[src/rtl/io_strobe_gen.sv]
// -----------------------------------------------------------------------------
// io_strobe_gen
// I/O strobe sequencer for the Slipstream I/O decode path. It accepts a CPU I/O
// request on the rising edge of io_req and checks that the decoded device
// select is exactly one-hot. It then drives one registered read or write
// strobe, which has a setup cycle, a programmable width and a hold/ready cycle.
// A request whose select is zero or multi-hot gets a one-cycle ready+error
// reply instead.
//
// Optional feature macro: IOSTB_TIMEOUT_EN
//   When defined, a watchdog aborts a strobe that has lasted TMO cycles. The
//   abort sends the block through the error reply.
//
// Parameters:
//   NDEV   number of decoded devices (width of select / strobe vectors)
//   WAITW  width of the wait-state count
//   TMO    watchdog limit in cycles (IOSTB_TIMEOUT_EN builds only)
//
// Ports:
//   MasterClock  in   system clock, rising edge
//   nRESET       in   asynchronous active-low reset
//   io_req       in   CPU I/O request level, held until io_rdy
//   io_wr        in   1 = write, 0 = read (sampled at acceptance)
//   dev_sel      in   one-hot device select (sampled at acceptance)
//   wait_cfg     in   extra strobe cycles (sampled at acceptance)
//   io_hold      in   device strobe-extend request
//   rd_stb       out  registered read strobes
//   wr_stb       out  registered write strobes
//   io_rdy       out  one-cycle completion pulse
//   io_err       out  one-cycle error flag, only together with io_rdy
//   o_dbg_state  out  current sequencer state (debug observation)
//
// Handshake: io_req acts as a level "valid". A transaction starts only on the
// IDLE cycle where io_req is 1 and was 0 on the previous sample. io_rdy is the
// one-cycle "done" reply. The requester must hold io_req until io_rdy, and it
// must drop io_req for at least one cycle before it can start another
// transaction.
// -----------------------------------------------------------------------------
module io_strobe_gen #(
  parameter int NDEV  = 8,
  parameter int WAITW = 4
`ifdef IOSTB_TIMEOUT_EN
  ,
  parameter int TMO   = 64
`endif
) (
  input  logic             MasterClock,
  input  logic             nRESET,
  input  logic             io_req,
  input  logic             io_wr,
  input  logic [NDEV-1:0]  dev_sel,
  input  logic [WAITW-1:0] wait_cfg,
  input  logic             io_hold,
  output logic [NDEV-1:0]  rd_stb,
  output logic [NDEV-1:0]  wr_stb,
  output logic             io_rdy,
  output logic             io_err,
  output logic [2:0]       o_dbg_state
);

  typedef enum logic [2:0] {
    S_IDLE   = 3'd0,
    S_SETUP  = 3'd1,
    S_STROBE = 3'd2,
    S_HOLD   = 3'd3,
    S_ERR    = 3'd4
  } state_t;

  state_t           r_state;
  logic             r_req_q;
  logic [NDEV-1:0]  r_sel;
  logic             r_wr;
  logic [WAITW-1:0] r_wait;
  logic [WAITW-1:0] r_cnt;
  logic [NDEV-1:0]  r_rd_stb;
  logic [NDEV-1:0]  r_wr_stb;
  logic             r_rdy;
  logic             r_err;

  logic w_accept;
  logic w_onehot;
  logic w_tmo;

  // The rising edge of io_req arms acceptance, so a level held across a
  // completion never starts a second cycle.
  assign w_accept = io_req && !r_req_q;

  // A value is one-hot when it is nonzero and clearing its lowest set bit
  // leaves zero.
  assign w_onehot = (dev_sel != '0) && ((dev_sel & (dev_sel - NDEV'(1))) == '0);

`ifdef IOSTB_TIMEOUT_EN
  localparam int TW = $clog2(TMO + 1);
  logic [TW-1:0] r_wdog;

  // r_wdog holds (cycles spent in STROBE - 1) at each STROBE edge.
  assign w_tmo = (r_state == S_STROBE) && (r_wdog == TW'(TMO - 1));
`else
  assign w_tmo = 1'b0;
`endif

  always_ff @(posedge MasterClock or negedge nRESET) begin
    if (!nRESET) begin
      r_state  <= S_IDLE;
      r_req_q  <= 1'b0;
      r_sel    <= '0;
      r_wr     <= 1'b0;
      r_wait   <= '0;
      r_cnt    <= '0;
      r_rd_stb <= '0;
      r_wr_stb <= '0;
      r_rdy    <= 1'b0;
      r_err    <= 1'b0;
`ifdef IOSTB_TIMEOUT_EN
      r_wdog   <= '0;
`endif
    end else begin
      r_req_q <= io_req;
      // io_rdy / io_err are single-cycle pulses; only the exit edges set them.
      r_rdy   <= 1'b0;
      r_err   <= 1'b0;
`ifdef IOSTB_TIMEOUT_EN
      r_wdog  <= '0;
`endif
      case (r_state)
        S_IDLE: begin
          if (w_accept) begin
            if (w_onehot) begin
              r_sel   <= dev_sel;
              r_wr    <= io_wr;
              r_wait  <= wait_cfg;
              r_state <= S_SETUP;
            end else begin
              r_rdy   <= 1'b1;
              r_err   <= 1'b1;
              r_state <= S_ERR;
            end
          end
        end
        S_SETUP: begin
          r_cnt   <= r_wait;
          r_state <= S_STROBE;
          if (r_wr) r_wr_stb <= r_sel;
          else      r_rd_stb <= r_sel;
        end
        S_STROBE: begin
          if (r_cnt != '0) r_cnt <= r_cnt - WAITW'(1);
`ifdef IOSTB_TIMEOUT_EN
          r_wdog <= r_wdog + TW'(1);
`endif
          if (w_tmo) begin
            // The watchdog wins over io_hold and over a normal exit on the
            // same edge.
            r_rd_stb <= '0;
            r_wr_stb <= '0;
            r_rdy    <= 1'b1;
            r_err    <= 1'b1;
            r_state  <= S_ERR;
          end else if ((r_cnt == '0) && !io_hold) begin
            r_rd_stb <= '0;
            r_wr_stb <= '0;
            r_rdy    <= 1'b1;
            r_state  <= S_HOLD;
          end
        end
        S_HOLD: begin
          r_state <= S_IDLE;
        end
        S_ERR: begin
          r_state <= S_IDLE;
        end
        default: begin
          r_rd_stb <= '0;
          r_wr_stb <= '0;
          r_state  <= S_IDLE;
        end
      endcase
    end
  end

  assign rd_stb      = r_rd_stb;
  assign wr_stb      = r_wr_stb;
  assign io_rdy      = r_rdy;
  assign io_err      = r_err;
  assign o_dbg_state = r_state;

endmodule
[config.mk]
export PLATFORM = sky130hd
export DESIGN_NAME = io_strobe_gen
export DESIGN_NICKNAME = d
export VERILOG_FILES = /design/src/rtl/io_strobe_gen.sv
export SDC_FILE = /design/constraint.sdc
export NUM_CORES = 1
export LEC_CHECK = 0
export ABC_AREA = 1
export CORE_AREA = 2 2 93 95
export CTS_CLUSTER_SIZE = 16
export DETAILED_ROUTE_END_ITERATION = 10
export DIE_AREA = 0 0 95 97
export GPL_ROUTABILITY_DRIVEN = 0
export GPL_TIMING_DRIVEN = 0
export SLEW_MARGIN = 20
export SYNTH_ARGS = -nofsm -noshare
export SYNTH_HDL_FRONTEND = slang
export SYNTH_SLANG_ARGS = --single-unit
export TNS_END_PERCENT = 1
[constraint.sdc]
create_clock -name MasterClock -period 2 [get_ports MasterClock]
set_clock_uncertainty 0.2 [all_clocks]
set_input_delay 0.2 -clock MasterClock [delete_from_list [all_inputs] [get_ports MasterClock]]
set_output_delay 0.2 -clock MasterClock [all_outputs]
set_load 0.1 [all_outputs]
==> impl_metrics.csv, run 1 <==
group,metric,value,unit
yosys,avgSynthCellArea,8.37,µm²
clocking,cts-buffers-inserted,5,
placement,pre_cts_ws,-0.101,ns
pwr,ir_drop,0.395,mV
route,drtIter0Drc,73,
sta,hold_ws,0.119,ns
route,vias_per_cell,4.16,
setup_path,critPathKind,"flop to output port",
layout,fin_area,2510,µm²
setup_path,slowest_stage,"clkdlybuf4s15_1",
floorplan,fp.dieW,95,µm
route,first_pass_iters,4,
sta,relSlewSlack,36.2,%
layout,area_growth_syn_to_layout,30.9,%
setup_path,end_kind,"output port",
yosys,syn-num-nets,248,
yosys,ys_top_cells_by_area,"dfrtp_1 (51%), nand2_1 (14%), inv_1 (5.5%), o21ai_0 (4.7%), nand4_1 (4.6%)",
floorplan,placementRows,33,
clocking,cts_tree,"yes",
yosys,ys_seq_elements,39,
yosys,synth-warning-count,0,
route,drcViolationCount,0,
route,wirelength,4.19,mm
placement,dp_cells,372,
clocking,cts.htree.levels,2,
placement,post_dp_cell_area,2440,µm²
route,num_vias,1584,
sta,hold_violations,0,
layout,final_common_cell,"nand2_1",
clocking,clk_latency,0.29,ns
grt,grt_antenna_before_repair,0,
sta,fmax,0.515,GHz
floorplan,core,8130,µm²
setup_path,critPathMaxFanout,4,
pwr,power_switching,1.36,mW
sta,finalCritPeriodShare,97.2,%
job,cap_viol_max_count,0,
pwr,p_leak,1.24,nW
sta,fin_setup_tns,0,ns
setup_path,arrival,1.54,ns
layout,n_fill_cell,887,
grt,grt_pass1_vias,1602,
floorplan,dieHeight,97,µm
sta,worst-slew-pin-transition,0.960,ns
clocking,post_cts_buffers,0,
layout,layout-drive-gt1-share,14.1,%
yosys,synth_cell_types,28,
pwr,p_per_area,1120,nW/µm²
setup_path,cp-start-kind,"flop",
status,outcome,"finished clean",
grt,busiest_layer,"met1",
sta,period_needed,1.94,ns
setup_path,cp.buffers_inverters,1,
pwr,p_comb_share,46.1,%
grt,use_met3,2.80,%
layout,nNetsFinal,294,
floorplan,dieArea,9220,µm²
pwr,p_int,1.46,mW
clocking,clock-sinks,39,
yosys,yosysSeqAreaShare,50.9,%
pwr,swShare,48.3,%
grt,grt.met2_usage,14.6,%
clocking,cts_root_buffer,"clkbuf_8",
placement,portBuffers,37,
setup_path,slowest_delay,0.84,ns
yosys,syn_inst,229,
grt,grt_start_max_net_pins,29,
layout,finalNonFillerCells,381,
grt,grt.overflow.total,0,
route,wl_per_cell,11.0,µm
pwr,pwr-share-clk,18.8,%
clocking,clkTransAtPathRegs,0.08,ns
grt,grt_pass1_wl,7.56,mm
yosys,synth.largest_area_cell,"dfrtp_1",
floorplan,initial_utilization,23.6,%
sta,rsz0062_at_grt,"no",
worst_hold_path,hold_path_class,"primary input to async pin",
yosys,synth_top_area_share,50.9,%
layout,final_core_util,30.8,%
sta,drv_slew,0,
clocking,ctsLongestPathBuffers,2,
sta,setup_slack,0.0565,ns
pwr,p_total,2.82,mW
grt,use_met1,14.8,%
yosys,synth_area,1920,µm²
setup_path,crit_required,1.60,ns
sta,setup_viol,0,
setup_path,crit_chain,"clkdlybuf4s15_1",
layout,layout_common_cells,"nand2_1 (70), dfrtp_1 (36), inv_1 (28), o21ai_0 (18), dlygate4sd2_1 (18)",
floorplan,num_io_pins,38,
grt,grt_usage,10.2,%
pwr,pwr-share-seq,35.1,%
placement,hpwl,3.31,mm
setup_path,cp_top_family,"buffers and inverters",
route,ant_nets,0,
layout,n_antenna_cell,0,
-- Yosys cell counts, drive strengths merged --
library cell	count
xnor2	1
a21oi	4
o211ai	2
nand2	76
dfrtp	39
clkbuf	1
nor3	1
nand4	14
inv	29
nand3	5
or2	1
nor2	23
buf	4
o21ai	26
o21bai	1
ha	2
-- worst paths after layout --
path	from	to	slack [ns]	cells after the start
worst min-delay path	nRESET	wr_stb[6]	0.12	2
worst min register to register	r_sel[0]	r_sel[0]	0.28	2
max in group asynchronous	nRESET	rd_stb[3]	1.03	3
min in group MasterClock	io_req	r_req_q	0.18	1
worst max register to register	r_cnt[0]	rd_stb[5]	0.18	8
worst max-delay path	o_dbg_state[2]	o_dbg_state[2]	0.06	1
-- final cells by class --
class / count / area [µm²] / area share [%]
inverters: 29 / 109 / 4.34
repair buffers: 39 / 368 / 14.7
multi-input cells: 156 / 792 / 31.6
well taps: 105 / 131 / 5.24
plain buffers: 5 / 38.8 / 1.55
clock buffers: 5 / 68.8 / 2.74
flip-flops and latches: 39 / 980 / 39.1
clock inverters: 3 / 20.0 / 0.798
-- registers in the layout (all words and copies together) (netlist names) --
name / cells
io_err: 1
r_sel: 8
r_cnt: 4
r_wait: 4
wr_stb: 8
rd_stb: 8
r_req_q: 1
r_wr: 1
io_rdy: 1
o_dbg_state: 3
-- metal layers --
metal	wire [µm]	part of all wire, %
met4	65	1.6
met5	0	0
met2	1810	43
met1	2130	51
met3	190	4.5
-- cell families (layout without fill, tap and decap cells) --
| group | Yosys count | after routing | share of synthesized area (%) |
|---|---|---|---|
| buf+inv | 34 | 81 | 7.71 |
| flops | 39 | 39 | 50.9 |
| fa+ha+maj | 2 | 2 | 1.31 |
| simple gates | 120 | 120 | 29.4 |
| xor+xnor | 1 | 1 | 0.457 |
| compound gates | 33 | 33 | 10.2 |
-- power groups by stage --
stage	sequential, mW	combinational [mW]	clock, mW
2_1_floorplan	1.42	0.601	0
4_1_cts	0.991	1.32	0.542
3_5_place_dp	1.01	1.35	0
6_report	0.989	1.30	0.530
3_3_place_gp	1.01	1.33	0
5_1_grt	1.01	1.43	0.587
-- repair_timing --
item | in CTS | in global routing
resized for setup | 22 | 3
endpoints found under the hold margin | 39 | 0
setup endpoints to repair | 21 | 3
gates cloned | 0 | 0
hold buffers | 1 | 0
(Power assumes the default switching activity.)
==> run 2, diff against run 1 <==
--- a/config.mk
+++ b/config.mk
@@ -6,12 +6,12 @@
 export NUM_CORES = 1
 export LEC_CHECK = 0
 export ABC_AREA = 1
-export CORE_AREA = 2 2 93 95
-export CTS_CLUSTER_SIZE = 16
+export CORE_AREA = 2 2 65 67
 export DETAILED_ROUTE_END_ITERATION = 10
-export DIE_AREA = 0 0 95 97
+export DIE_AREA = 0 0 67 69
 export GPL_ROUTABILITY_DRIVEN = 0
 export GPL_TIMING_DRIVEN = 0
+export PLACE_DENSITY = 0.76
 export SLEW_MARGIN = 20
 export SYNTH_ARGS = -nofsm -noshare
 export SYNTH_HDL_FRONTEND = slang
==> constraint.sdc (replaced) <==
create_clock -name MasterClock -period 1.95 [get_ports MasterClock]
set_clock_uncertainty 0.2 [all_clocks]
set_input_delay 0.195 -clock MasterClock [delete_from_list [all_inputs] [get_ports MasterClock]]
set_output_delay 0.195 -clock MasterClock [all_outputs]
set_load 0.1 [all_outputs]
==> run 2 against run 1 <==
Register-to-register slack worse by 0.05 ns. Clock-buffer cell count unchanged. Final cell count down 14%. Critical path depth unchanged. Critical endpoint is now wr_stb[5]. Highest routed layer unchanged.
==> impl_metrics.csv, run 2 (synthesis gave the netlist of run 1 again) <==
group,metric,value,unit
pwr,ir_drop,0.585,mV
grt,grt_antenna_before_repair,0,
floorplan,fp.dieW,67,µm
clocking,clock-sinks,39,
sta,worst-slew-pin-transition,0.962,ns
clocking,cts.htree.levels,2,
worst_hold_path,hold_path_class,"primary input to async pin",
floorplan,dieArea,4620,µm²
route,wirelength,3.74,mm
clocking,cts_root_buffer,"clkbuf_8",
pwr,power_switching,1.39,mW
pwr,p_comb_share,46.9,%
grt,grt.overflow.total,0,
clocking,ctsLongestPathBuffers,2,
layout,n_fill_cell,361,
pwr,p_int,1.49,mW
sta,fmax,0.528,GHz
job,cap_viol_max_count,0,
sta,rsz0062_at_grt,"no",
pwr,swShare,48.3,%
placement,pre_cts_ws,-0.0938,ns
sta,relSlewSlack,36.1,%
layout,n_antenna_cell,0,
status,outcome,"finished clean",
setup_path,slowest_stage,"dlygate4sd2_1",
setup_path,cp-start-kind,"flop",
sta,hold_violations,0,
layout,area_growth_syn_to_layout,27.2,%
route,vias_per_cell,4.97,
floorplan,dieHeight,69,µm
clocking,clk_latency,0.29,ns
setup_path,slowest_delay,0.86,ns
route,drtIter0Drc,61,
floorplan,initial_utilization,48.9,%
placement,post_dp_cell_area,2370,µm²
sta,finalCritPeriodShare,97.1,%
route,first_pass_iters,4,
setup_path,end_kind,"output port",
pwr,p_leak,1.25,nW
layout,nNetsFinal,294,
grt,grt_pass1_wl,6.52,mm
route,num_vias,1619,
pwr,pwr-share-clk,17.8,%
sta,setup_slack,0.0563,ns
setup_path,critPathMaxFanout,2,
setup_path,crit_chain,"dlygate4sd2_1",
setup_path,arrival,1.50,ns
clocking,cts_tree,"yes",
sta,drv_slew,0,
clocking,cts-buffers-inserted,5,
clocking,post_cts_buffers,0,
setup_path,cp_top_family,"buffers and inverters",
sta,setup_viol,0,
grt,grt_usage,18.2,%
floorplan,num_io_pins,38,
layout,final_common_cell,"nand2_1",
layout,final_core_util,62.3,%
placement,portBuffers,37,
placement,hpwl,2.89,mm
clocking,clkTransAtPathRegs,0.07,ns
setup_path,critPathKind,"flop to output port",
layout,layout-drive-gt1-share,15.6,%
sta,period_needed,1.89,ns
setup_path,crit_required,1.55,ns
pwr,pwr-share-seq,35.2,%
pwr,p_per_area,1190,nW/µm²
grt,grt_pass1_vias,1444,
route,wl_per_cell,11.5,µm
floorplan,placementRows,23,
grt,grt_start_max_net_pins,23,
route,drcViolationCount,0,
layout,layout_common_cells,"nand2_1 (70), dfrtp_1 (36), inv_1 (26), o21ai_0 (18), dlygate4sd2_1 (18)",
route,ant_nets,0,
layout,fin_area,2440,µm²
setup_path,cp.buffers_inverters,1,
floorplan,core,3910,µm²
-- run 2: cell types whose count changed in the layout (fill, tap and decap cells not counted), sizes merged --
cell,before,now
clkinvlp,2,0
clkdlybuf4s15,2,1
clkinv,1,3
clkbuf,7,8
-- run 2: stage by stage --
| step | TNS [ns] | std cells | total power [mW] | hold WS (ns) |
|---|---|---|---|---|
| final | 0 | 326 | 2.89 | 0.178 |
| after global routing | 0 | 326 | 3.07 | 0.201 |
| after CTS | 0 | 326 | 2.91 | 0.171 |
| after detailed placement | -0.691 | 317 | 2.42 | -0.0380 |
| after global placement | -15.90 | 316 | 2.38 | 0.256 |
| after floorplan | 0 | 229 | 2.07 | -0.301 |
-- run 2: metal layers --
metal  GRT usage, %  vias up  part of all wire, %
met4           6.12        0                  1.2
met1           24.3      743                   47
met3           4.40        7                  4.1
li1               -      829                    -
met5              0        -                    0
met2           28.7       40                   47
-- run 2: cell type report --
class / instances / area, µm² / share of cell area [%]
Buffer: 5 / 38.8 / 1.59
Clock buffer: 5 / 68.8 / 2.82
Clock inverter: 3 / 15.0 / 0.616
Inverter: 29 / 109 / 4.47
Multi-Input combinational cell: 156 / 792 / 32.5
Sequential cell: 39 / 980 / 40.2
Tap cell: 50 / 62.6 / 2.57
Timing Repair Buffer: 39 / 372 / 15.2
-- run 2: path summary, 6_finish.rpt --
kind | from | to | slack, ns | cells past startpoint
setup / recovery | wr_stb[5] | wr_stb[5] | 0.06 | 1
hold / removal | nRESET | r_cnt[3] | 0.18 | 2
setup reg to reg | r_cnt[0] | rd_stb[5] | 0.13 | 8
hold reg to reg | r_sel[4] | r_sel[4] | 0.27 | 2
max in group asynchronous | nRESET | r_sel[6] | 0.93 | 3
min in group MasterClock | io_req | r_req_q | 0.18 | 1
-- run 2: worst reg2reg max path, cell delays in order (launching register included) --
cell,delay (ns)
dfrtp_1,0.38
inv_2,0.08
ha_1,0.17
nand4_1,0.14
nand2_2,0.12
nand2_4,0.10
a21oi_4,0.24
buf_6,0.19
o21ai_1,0.08
-- run 2: power groups by stage --
stage,Clock [mW],Combinational (mW),Sequential (mW)
6_report,0.515,1.36,1.02
5_1_grt,0.563,1.47,1.04
3_5_place_dp,0,1.39,1.03
3_3_place_gp,0,1.35,1.03
4_1_cts,0.529,1.36,1.02
2_1_floorplan,0,0.617,1.46
-- run 2: timing repair --
item                                    CTS  global route
hold buffers                              1             0
endpoints found under the setup margin   21             5
gates resized for setup                  25             4
pin swaps                                 0             0
endpoints found under the hold margin    39             0
